### src/rtl/xnor_share_pkg.sv
// Shared state encoding and sizing helper for the shared XNOR compare arbiter.
package xnor_share_pkg;

  typedef enum logic [1:0] {
    IDLE = 2'd0,
    EXEC = 2'd1,
    RESP = 2'd2
  } state_e;

  // Requester-id width; a single requester pair still gets a 1-bit id.
  function automatic int IDW(input int n);
    return (n <= 2) ? 1 : $clog2(n);
  endfunction

endpackage

### src/rtl/xnor_unit.sv
// Shared bitwise-equality datapath: per-bit XNOR and an all-bits-equal flag.
module xnor_unit
  import xnor_share_pkg::*;
#(
  parameter int WIDTH = 8
) (
  input  logic [WIDTH-1:0] x,
  input  logic [WIDTH-1:0] y,
  output logic [WIDTH-1:0] z,
  output logic             match
);

  assign z     = ~(x ^ y);
  assign match = &z;

endmodule

### src/rtl/xnor_share_arbiter.sv
// Round-robin arbiter sharing one xnor_unit among NREQ requesters:
// grant in IDLE, compute in EXEC, one-cycle response strobe in RESP.
module xnor_share_arbiter
  import xnor_share_pkg::*;
#(
  parameter int NREQ  = 4,
  parameter int WIDTH = 8
) (
  input  logic                  clk,
  input  logic                  rst,
  input  logic [NREQ-1:0]       req_valid,
  input  logic [NREQ*WIDTH-1:0] req_x,
  input  logic [NREQ*WIDTH-1:0] req_y,
  output logic [NREQ-1:0]       req_ready,
  output logic [NREQ-1:0]       rsp_valid,
  output logic [WIDTH-1:0]      rsp_z,
  output logic                  rsp_match,
  output logic [IDW(NREQ)-1:0]  rsp_id,
  output logic                  busy
);

  localparam int            IW      = IDW(NREQ);
  localparam logic [IW-1:0] LAST_ID = IW'(NREQ - 1);

  state_e           state_q, state_d;
  logic [IW-1:0]    ptr_q, ptr_d;
  logic [IW-1:0]    id_q, id_d;
  logic [IW-1:0]    rsp_id_q, rsp_id_d;
  logic [WIDTH-1:0] x_q, x_d;
  logic [WIDTH-1:0] y_q, y_d;
  logic [WIDTH-1:0] z_q, z_d;
  logic             match_q, match_d;

  logic [WIDTH-1:0] unit_z;
  logic             unit_match;
  logic             win_found;
  logic [IW-1:0]    win_id;

  // First valid requester scanning ptr, ptr+1, ... with wrap at NREQ.
  function automatic logic [IW:0] rr_pick(input logic [NREQ-1:0] valid,
                                          input logic [IW-1:0]   ptr);
    logic          found;
    logic [IW-1:0] idx;
    logic [IW-1:0] ci;
    int            cand;
    found = 1'b0;
    idx   = '0;
    for (int k = 0; k < NREQ; k++) begin
      cand = int'(ptr) + k;
      if (cand >= NREQ) cand = cand - NREQ;
      ci = cand[IW-1:0];
      if (!found && valid[ci]) begin
        found = 1'b1;
        idx   = ci;
      end
    end
    return {found, idx};
  endfunction

  always_comb begin
    {win_found, win_id} = rr_pick(req_valid, ptr_q);
  end

  xnor_unit #(.WIDTH(WIDTH)) u_xnor (
    .x     (x_q),
    .y     (y_q),
    .z     (unit_z),
    .match (unit_match)
  );

  always_ff @(posedge clk) begin
    if (rst) begin
      state_q  <= IDLE;
      ptr_q    <= '0;
      id_q     <= '0;
      rsp_id_q <= '0;
      x_q      <= '0;
      y_q      <= '0;
      z_q      <= '0;
      match_q  <= 1'b0;
    end else begin
      state_q  <= state_d;
      ptr_q    <= ptr_d;
      id_q     <= id_d;
      rsp_id_q <= rsp_id_d;
      x_q      <= x_d;
      y_q      <= y_d;
      z_q      <= z_d;
      match_q  <= match_d;
    end
  end

  always_comb begin
    state_d  = state_q;
    ptr_d    = ptr_q;
    id_d     = id_q;
    rsp_id_d = rsp_id_q;
    x_d      = x_q;
    y_d      = y_q;
    z_d      = z_q;
    match_d  = match_q;
    case (state_q)
      IDLE: begin
        if (win_found) begin
          state_d = EXEC;
          id_d    = win_id;
          x_d     = req_x[win_id*WIDTH +: WIDTH];
          y_d     = req_y[win_id*WIDTH +: WIDTH];
        end
      end
      EXEC: begin
        // Response fields update only here so they hold between responses.
        z_d      = unit_z;
        match_d  = unit_match;
        rsp_id_d = id_q;
        state_d  = RESP;
      end
      RESP: begin
        ptr_d   = (id_q == LAST_ID) ? '0 : id_q + IW'(1);
        state_d = IDLE;
      end
      default: state_d = IDLE;
    endcase
  end

  always_comb begin
    req_ready = '0;
    rsp_valid = '0;
    if (!rst && state_q == IDLE && win_found) req_ready[win_id]   = 1'b1;
    if (!rst && state_q == RESP)              rsp_valid[rsp_id_q] = 1'b1;
  end

  assign busy      = (state_q == EXEC) || (state_q == RESP);
  assign rsp_z     = z_q;
  assign rsp_match = match_q;
  assign rsp_id    = rsp_id_q;

endmodule

### config.mk
export PLATFORM = sky130hd
export DESIGN_NAME = xnor_share_arbiter
export DESIGN_NICKNAME = d
export VERILOG_FILES = /design/src/rtl/xnor_share_pkg.sv /design/src/rtl/xnor_unit.sv /design/src/rtl/xnor_share_arbiter.sv
export SDC_FILE = /design/constraint.sdc
export NUM_CORES = 1
export LEC_CHECK = 0
export CELL_PAD_IN_SITES_DETAIL_PLACEMENT = 1
export CELL_PAD_IN_SITES_GLOBAL_PLACEMENT = 2
export CORE_MARGIN = 3
export CORE_UTILIZATION = 23
export DETAILED_ROUTE_END_ITERATION = 12
export PLACE_DENSITY = 0.9
export SYNTH_ARGS = -nofsm -noshare
export SYNTH_HDL_FRONTEND = slang
export SYNTH_SLANG_ARGS = --single-unit
### constraint.sdc
create_clock -name clk -period 3.9 [get_ports clk]
set_input_delay 1.17 -clock clk [delete_from_list [all_inputs] [get_ports clk]]
set_output_delay 1.17 -clock clk [all_outputs]
set_load 0.005 [all_outputs]
==> results.yml, run 1 <==
placement:
  io_buffers: 89
  place_hpwl_mm: 5.856
  place.gp.congestion: 0.8215
  postPlaceCellArea_sq_um: 3241
  dpl_worst_slack_ns: -0.3829
drt:
  detail-route-antenna-nets: 0
  num_vias: 2236
  drtIter0Drc: 61
  dr.pass1.iters: 4
  wl_mm: 7.058
  drt_drc_violations_left: 0
  viasPerCell: 4.829
  routedWlPerCell_microns: 15.24
yosys:
  yosys_warnings: 0
  synth_top_area_frac: 0.3139
  synthArstFlopShare: 0
  synth.area.top_cells: "dfxtp_1, mux2i_1, a221oi_1"
  synthCells: 250
  yosysTopAreaCell: "dfxtp_1"
  synth_edf_count: 0
  syn_avg_cell_area_sq_um: 8.418
  synth_top_flop_cell: "dfxtp_1"
  ys_ff_latch: 33
  yosysSeqAreaShare: 0.3139
  yosysUniqueCellTypes: 40
  syn_area_sq_um: 2105
  syn_nets: 326
timing:
  finalCriticalPeriod_ns: 3.827
  slew_violations: 0
  slew_headroom: 0.5425
  final-hold-violation-count: 0
  skew_ns: 0.005055
  worst_pin_slew_ns: 0.6862
  rsz0062_at_grt: "false"
  fin_ws_ns: 0.07323
  finalSetupViolations: 0
  max_freq_mhz: 261.3
  post-route-period-util: 0.9812
global_route:
  use_met3: 0.02961
  grt_usage: 0.1370
  grt_pass1_wl_mm: 11.29
  grtUsageMet1: 0.1727
  grt_pass1_vias: 2265
  met2_usage: 0.2420
  top_usage_layer: "met2"
  grt_max_degree: 23
  antenna_found_initial: 0
  overflow: 0
layout:
  n_antenna_cell: 0
  n_fill_cell: 1043
  fin_nets: 431
  fin_area_sq_um: 3376
  syn_to_final_growth_pct: 60.40
  drive_above_1_share: 0.1437
  final_common_cell: "clkdlybuf4s50_1"
  final_cell_mix: "clkdlybuf4s50_1, dfxtp_1, nor2_1, buf_4, mux2i_1"
die:
  die-area_sq_um: 10330
  io-pin-count: 90
  num_rows: 34
  fp.coreArea_sq_um: 8806
  die_w_microns: 101.7
  die_h_microns: 101.7
  initial_core_util: 0.2390
cts:
  clkTransAtPathRegs_ns: 0.06
  clock_sinks: 33
  postCtsHoldBufs: 0
  cts_tree: "done"
  cts_max_path_buffers: 2
  root_buffer: "clkbuf_8"
  cts_made_buffers: 5
  htree_levels: 2
  clk_latency_ns: 0.28
critical_path:
  path_max_fanout: 11
  critPathCaptureType: "output pin"
  cp.required_ns: 2.73
  crit_type: "in -> out"
  path_buf_inv: 4
  slowest_stage: "clkdlybuf4s50_1"
  critPathMaxStageDelay_ns: 0.50
  start_kind: "primary input"
  crit_family: "buffers and inverters"
  cp.arrival_ns: 2.66
  crit_chain: "clkdlybuf4s50_1, buf_4, buf_4, and4b_1, clkdlybuf4s50_1"
power_and_ir_drop:
  vdd_ir_drop_max_mv: 0.1416
  p_per_area_nw_per_um2: 312.0
  leakagePower_uw: 0.001371
  total_power_uw: 1053
flow_run:
  drv_cap: 0
run_status:
  status: "completed"
min_path:
  min_path_type: "reg -> reg"
==> flip-flops by register name, summed over array words and instances (netlist names) <==
name       flops
id_q           2
ptr_q          2
rsp_id         2
rsp_match      1
rsp_z          8
state_q        2
x_q            8
y_q            8
==> power breakdown <==
| part | total [uW] | switching [uW] | internal, uW |
|---|---|---|---|
| registers | 411 | 30.0 | 381 |
| clock network | 256 | 116 | 140 |
| logic | 387 | 171 | 216 |
==> final timing paths <==
kind,startpoint,to,slack (ns),cells past startpoint
setup reg to reg,ptr_q[0],x_q[2],1.69,7
setup / recovery,rst,rsp_valid[3],0.07,5
hold reg to reg,id_q[1],id_q[1],0.49,2
hold / removal,id_q[1],id_q[1],0.49,2
==> metal layers <==
layer / up-vias / wire length (microns) / part of all wire
li1: 1124 / - / -
met1: 1045 / 3136 / 0.44
met2: 62 / 3436 / 0.49
met3: 5 / 433 / 0.061
met4: 0 / 51 / 0.0072
met5: - / 0 / 0
==> worst min-delay path: stages (launching register included) <==
cell	delay [ns]
dfxtp_1	0.33
nand2_1	0.06
a21oi_1	0.06
==> Yosys cell counts (2+ instances only) <==
| cell | n |
|---|---|
| nor2_1 | 29 |
| nor2b_1 | 12 |
| nor4_1 | 3 |
| nand2_1 | 5 |
| or3_1 | 5 |
| o32ai_1 | 4 |
| a21boi_1 | 11 |
| ha_1 | 6 |
| a221oi_1 | 16 |
| buf_1 | 2 |
| a21oi_1 | 7 |
| buf_4 | 2 |
| buf_6 | 2 |
| o21ai_1 | 13 |
| and3_1 | 12 |
| inv_1 | 12 |
| nor4bb_1 | 2 |
| nor3b_1 | 3 |
| xor2_1 | 8 |
| mux2i_1 | 18 |
| buf_2 | 2 |
| a211oi_1 | 13 |
| clkbuf_1 | 12 |
| o221a_2 | 2 |
| nand2b_1 | 2 |
| dfxtp_1 | 33 |
==> layout make-up <==
type,count,area [sq um],share of cell area
Timing Repair Buffer,118,1101,0.3262
Clock buffer,7,86.33,0.02557
Multi-Input combinational cell,185,1348,0.3992
Inverter,12,45.04,0.01334
Sequential cell,33,660.6,0.1957
Tap cell,108,135.1,0.04003
==> stage by stage <==
stage / util / instances / hold WS, ns / setup TNS, ns
finish: 0.3833 / 463 / 0.4853 / 0
global route: 0.3833 / 463 / 0.5093 / 0
CTS: 0.3836 / 463 / 0.4847 / 0
detailed placement: 0.3680 / 455 / 0.4771 / -1.181
global placement: 0.3680 / 455 / 0.4663 / -1.145
floorplan: - / 250 / 0.4527 / 0
==> kinds of logic after synthesis <==
group / after synthesis / share of synthesized area
xor+xnor: 8 / 0.03330
simple gates: 82 / 0.2146
fa+ha+maj: 6 / 0.03567
compound gates: 71 / 0.2479
flops: 33 / 0.3139
buf+inv: 32 / 0.06896
mux: 18 / 0.08561
==> what timing repair did <==
action	4_1_cts	5_1_grt
endpoints found under the setup margin	4	2
pin swaps	1	1
setup buffers	1	0
resized for setup	16	6
(Power assumes the default switching activity.)
==> run 2: changes to the inputs <==
- CELL_PAD_IN_SITES_DETAIL_PLACEMENT: 1 -> unset
- CELL_PAD_IN_SITES_GLOBAL_PLACEMENT: 2 -> unset
- CORE_UTILIZATION: 23 -> 43
- PLACE_DENSITY: 0.9 -> 0.92
- TNS_END_PERCENT: unset -> 100
==> results.yml, run 2 (synthesis results as in run 1) <==
cts:
  clk_latency_ns: 0.28
  htree_levels: 2
  clock_sinks: 33
  root_buffer: "clkbuf_8"
  cts_tree: "done"
  cts_max_path_buffers: 2
  clkTransAtPathRegs_ns: 0.07
  cts_made_buffers: 5
critical_path:
  slowest_stage: "clkdlybuf4s50_1"
  cp.required_ns: 2.73
  start_kind: "primary input"
  worstRegToRegCells: 6
  crit_type: "in -> out"
  critPathMaxStageDelay_ns: 0.43
  cp.arrival_ns: 2.67
  crit_chain: "dlygate4sd2_1, or3_4, o21ai_4, nor3b_2, buf_4, clkdlybuf4s50_1"
  critPathCaptureType: "output pin"
  critPathLaunch: "req_valid[2]"
  r2r-start: "ptr_q[0]"
  path_max_fanout: 4
placement:
  place_hpwl_mm: 4.869
  io_buffers: 89
  dpl_worst_slack_ns: -0.2132
  place.gp.congestion: 0.9313
timing:
  post-route-period-util: 0.9849
  fin_ws_ns: 0.05884
  rsz0062_at_grt: "false"
  max_freq_mhz: 260.3
  slew_headroom: 0.5714
  slew_violations: 0
  finalSetupViolations: 0
  skew_ns: 0.005642
  finalCriticalPeriod_ns: 3.841
  final-hold-violation-count: 0
  worst_pin_slew_ns: 0.6429
  fin_setup_tns_ns: 0
drt:
  num_vias: 2288
  dr.pass1.iters: 4
  detail-route-antenna-nets: 0
  viasPerCell: 5.527
  routedWlPerCell_microns: 15.39
  drtIter0Drc: 165
  drt_drc_violations_left: 0
  wl_mm: 6.371
die:
  die_h_microns: 75.96
  io-pin-count: 90
  num_rows: 24
  fp.coreArea_sq_um: 4534
  die_w_microns: 75.96
  die-area_sq_um: 5770
  initial_core_util: 0.4641
global_route:
  antenna_found_initial: 0
  grt_usage: 0.2194
  grt_pass1_vias: 2171
  grt_pass1_wl_mm: 10.33
  overflow: 0
  grt_max_degree: 32
layout:
  drive_above_1_share: 0.1203
  final_cell_mix: "clkdlybuf4s50_1, dfxtp_1, nor2_1"
  final_common_cell: "clkdlybuf4s50_1"
  n_antenna_cell: 0
  fin_nets: 424
  syn_to_final_growth_pct: 56.54
min_path:
  hold-path-cell-count: 2
  hp-start: "rsp_match"
  min_path_type: "reg -> reg"
run_status:
  status: "completed"
power_and_ir_drop:
  vdd_ir_drop_max_mv: 0.1422
  p_per_area_nw_per_um2: 340.7
  leakagePower_uw: 0.001323
flow_run:
  drv_cap: 0
==> run 2: cell count changes in the layout (fill, tap and decap cells not counted), moves of 2 or more <==
| cell | change |
|---|---|
| nor3b_2 | -2 |
| clkbuf_2 | -2 |
| nor3b_1 | +2 |
| buf_4 | -9 |
| dlymetal6s2s_1 | -2 |
| dlygate4sd2_1 | +4 |
==> run 2: per-stage QoR <==
stage	utilization	instance area, sq um	hold WS (ns)	instances	power [uW]
floorplan	-	2105	0.4527	250	614.4
global placement	0.6896	3127	0.4619	404	772.3
detailed placement	0.6896	3127	0.4694	404	785.0
CTS	0.7252	3288	0.4789	414	1124
global route	0.7265	3294	0.5234	414	1181
finish	0.7265	3294	0.4750	414	1123
==> run 2: timing repair <==
action / 4_1_cts / 5_1_grt
hold buffers: 0 / 0
resized for setup: 16 / 1
setup endpoints to repair: 4 / 2
pin swaps: 3 / 1
buffers inserted: 2 / 0
==> run 2: final timing paths <==
| check | end | slack [ns] |
|---|---|---|
| worst max register to register | y_q[6] | 1.61 |
| worst max-delay path | req_ready[0] | 0.06 |
| worst min-delay path | rsp_match | 0.48 |
| worst min register to register | rsp_match | 0.48 |
==> run 2: layout make-up <==
class,instances,area (sq um)
fillers,329,1240
repair buffers,111,1055
clock inverters,1,30.03
inverters,12,45.04
clock buffers,7,86.33
flip-flops and latches,33,660.6
well taps,65,81.33
multi-input cells,185,1336
==> run 2: worst max-delay path: cells and delay by family <==
kind,cells,cell delay (ns)
buf+inv,3,0.84
simple gates,2,0.48
compound gates,1,0.18
==> run 2: metal layers <==
metal	routed length [microns]	share of wire	track usage
met3	499	0.078	0.04621
met5	0	0	0
met1	2520	0.40	0.2705
met4	102	0.016	0.07609
met2	3249	0.51	0.3785
==> run 2: report_power, final <==
| group | switching (uW) | internal (uW) | total (uW) | leakage [uW] |
|---|---|---|---|---|
| logic | 169 | 212 | 382 | 0.000992 |
| clock network | 121 | 208 | 329 | 0.0000585 |
| registers | 31.0 | 381 | 412 | 0.000272 |
| total | 321 | 801 | 1120 | 0.00132 |
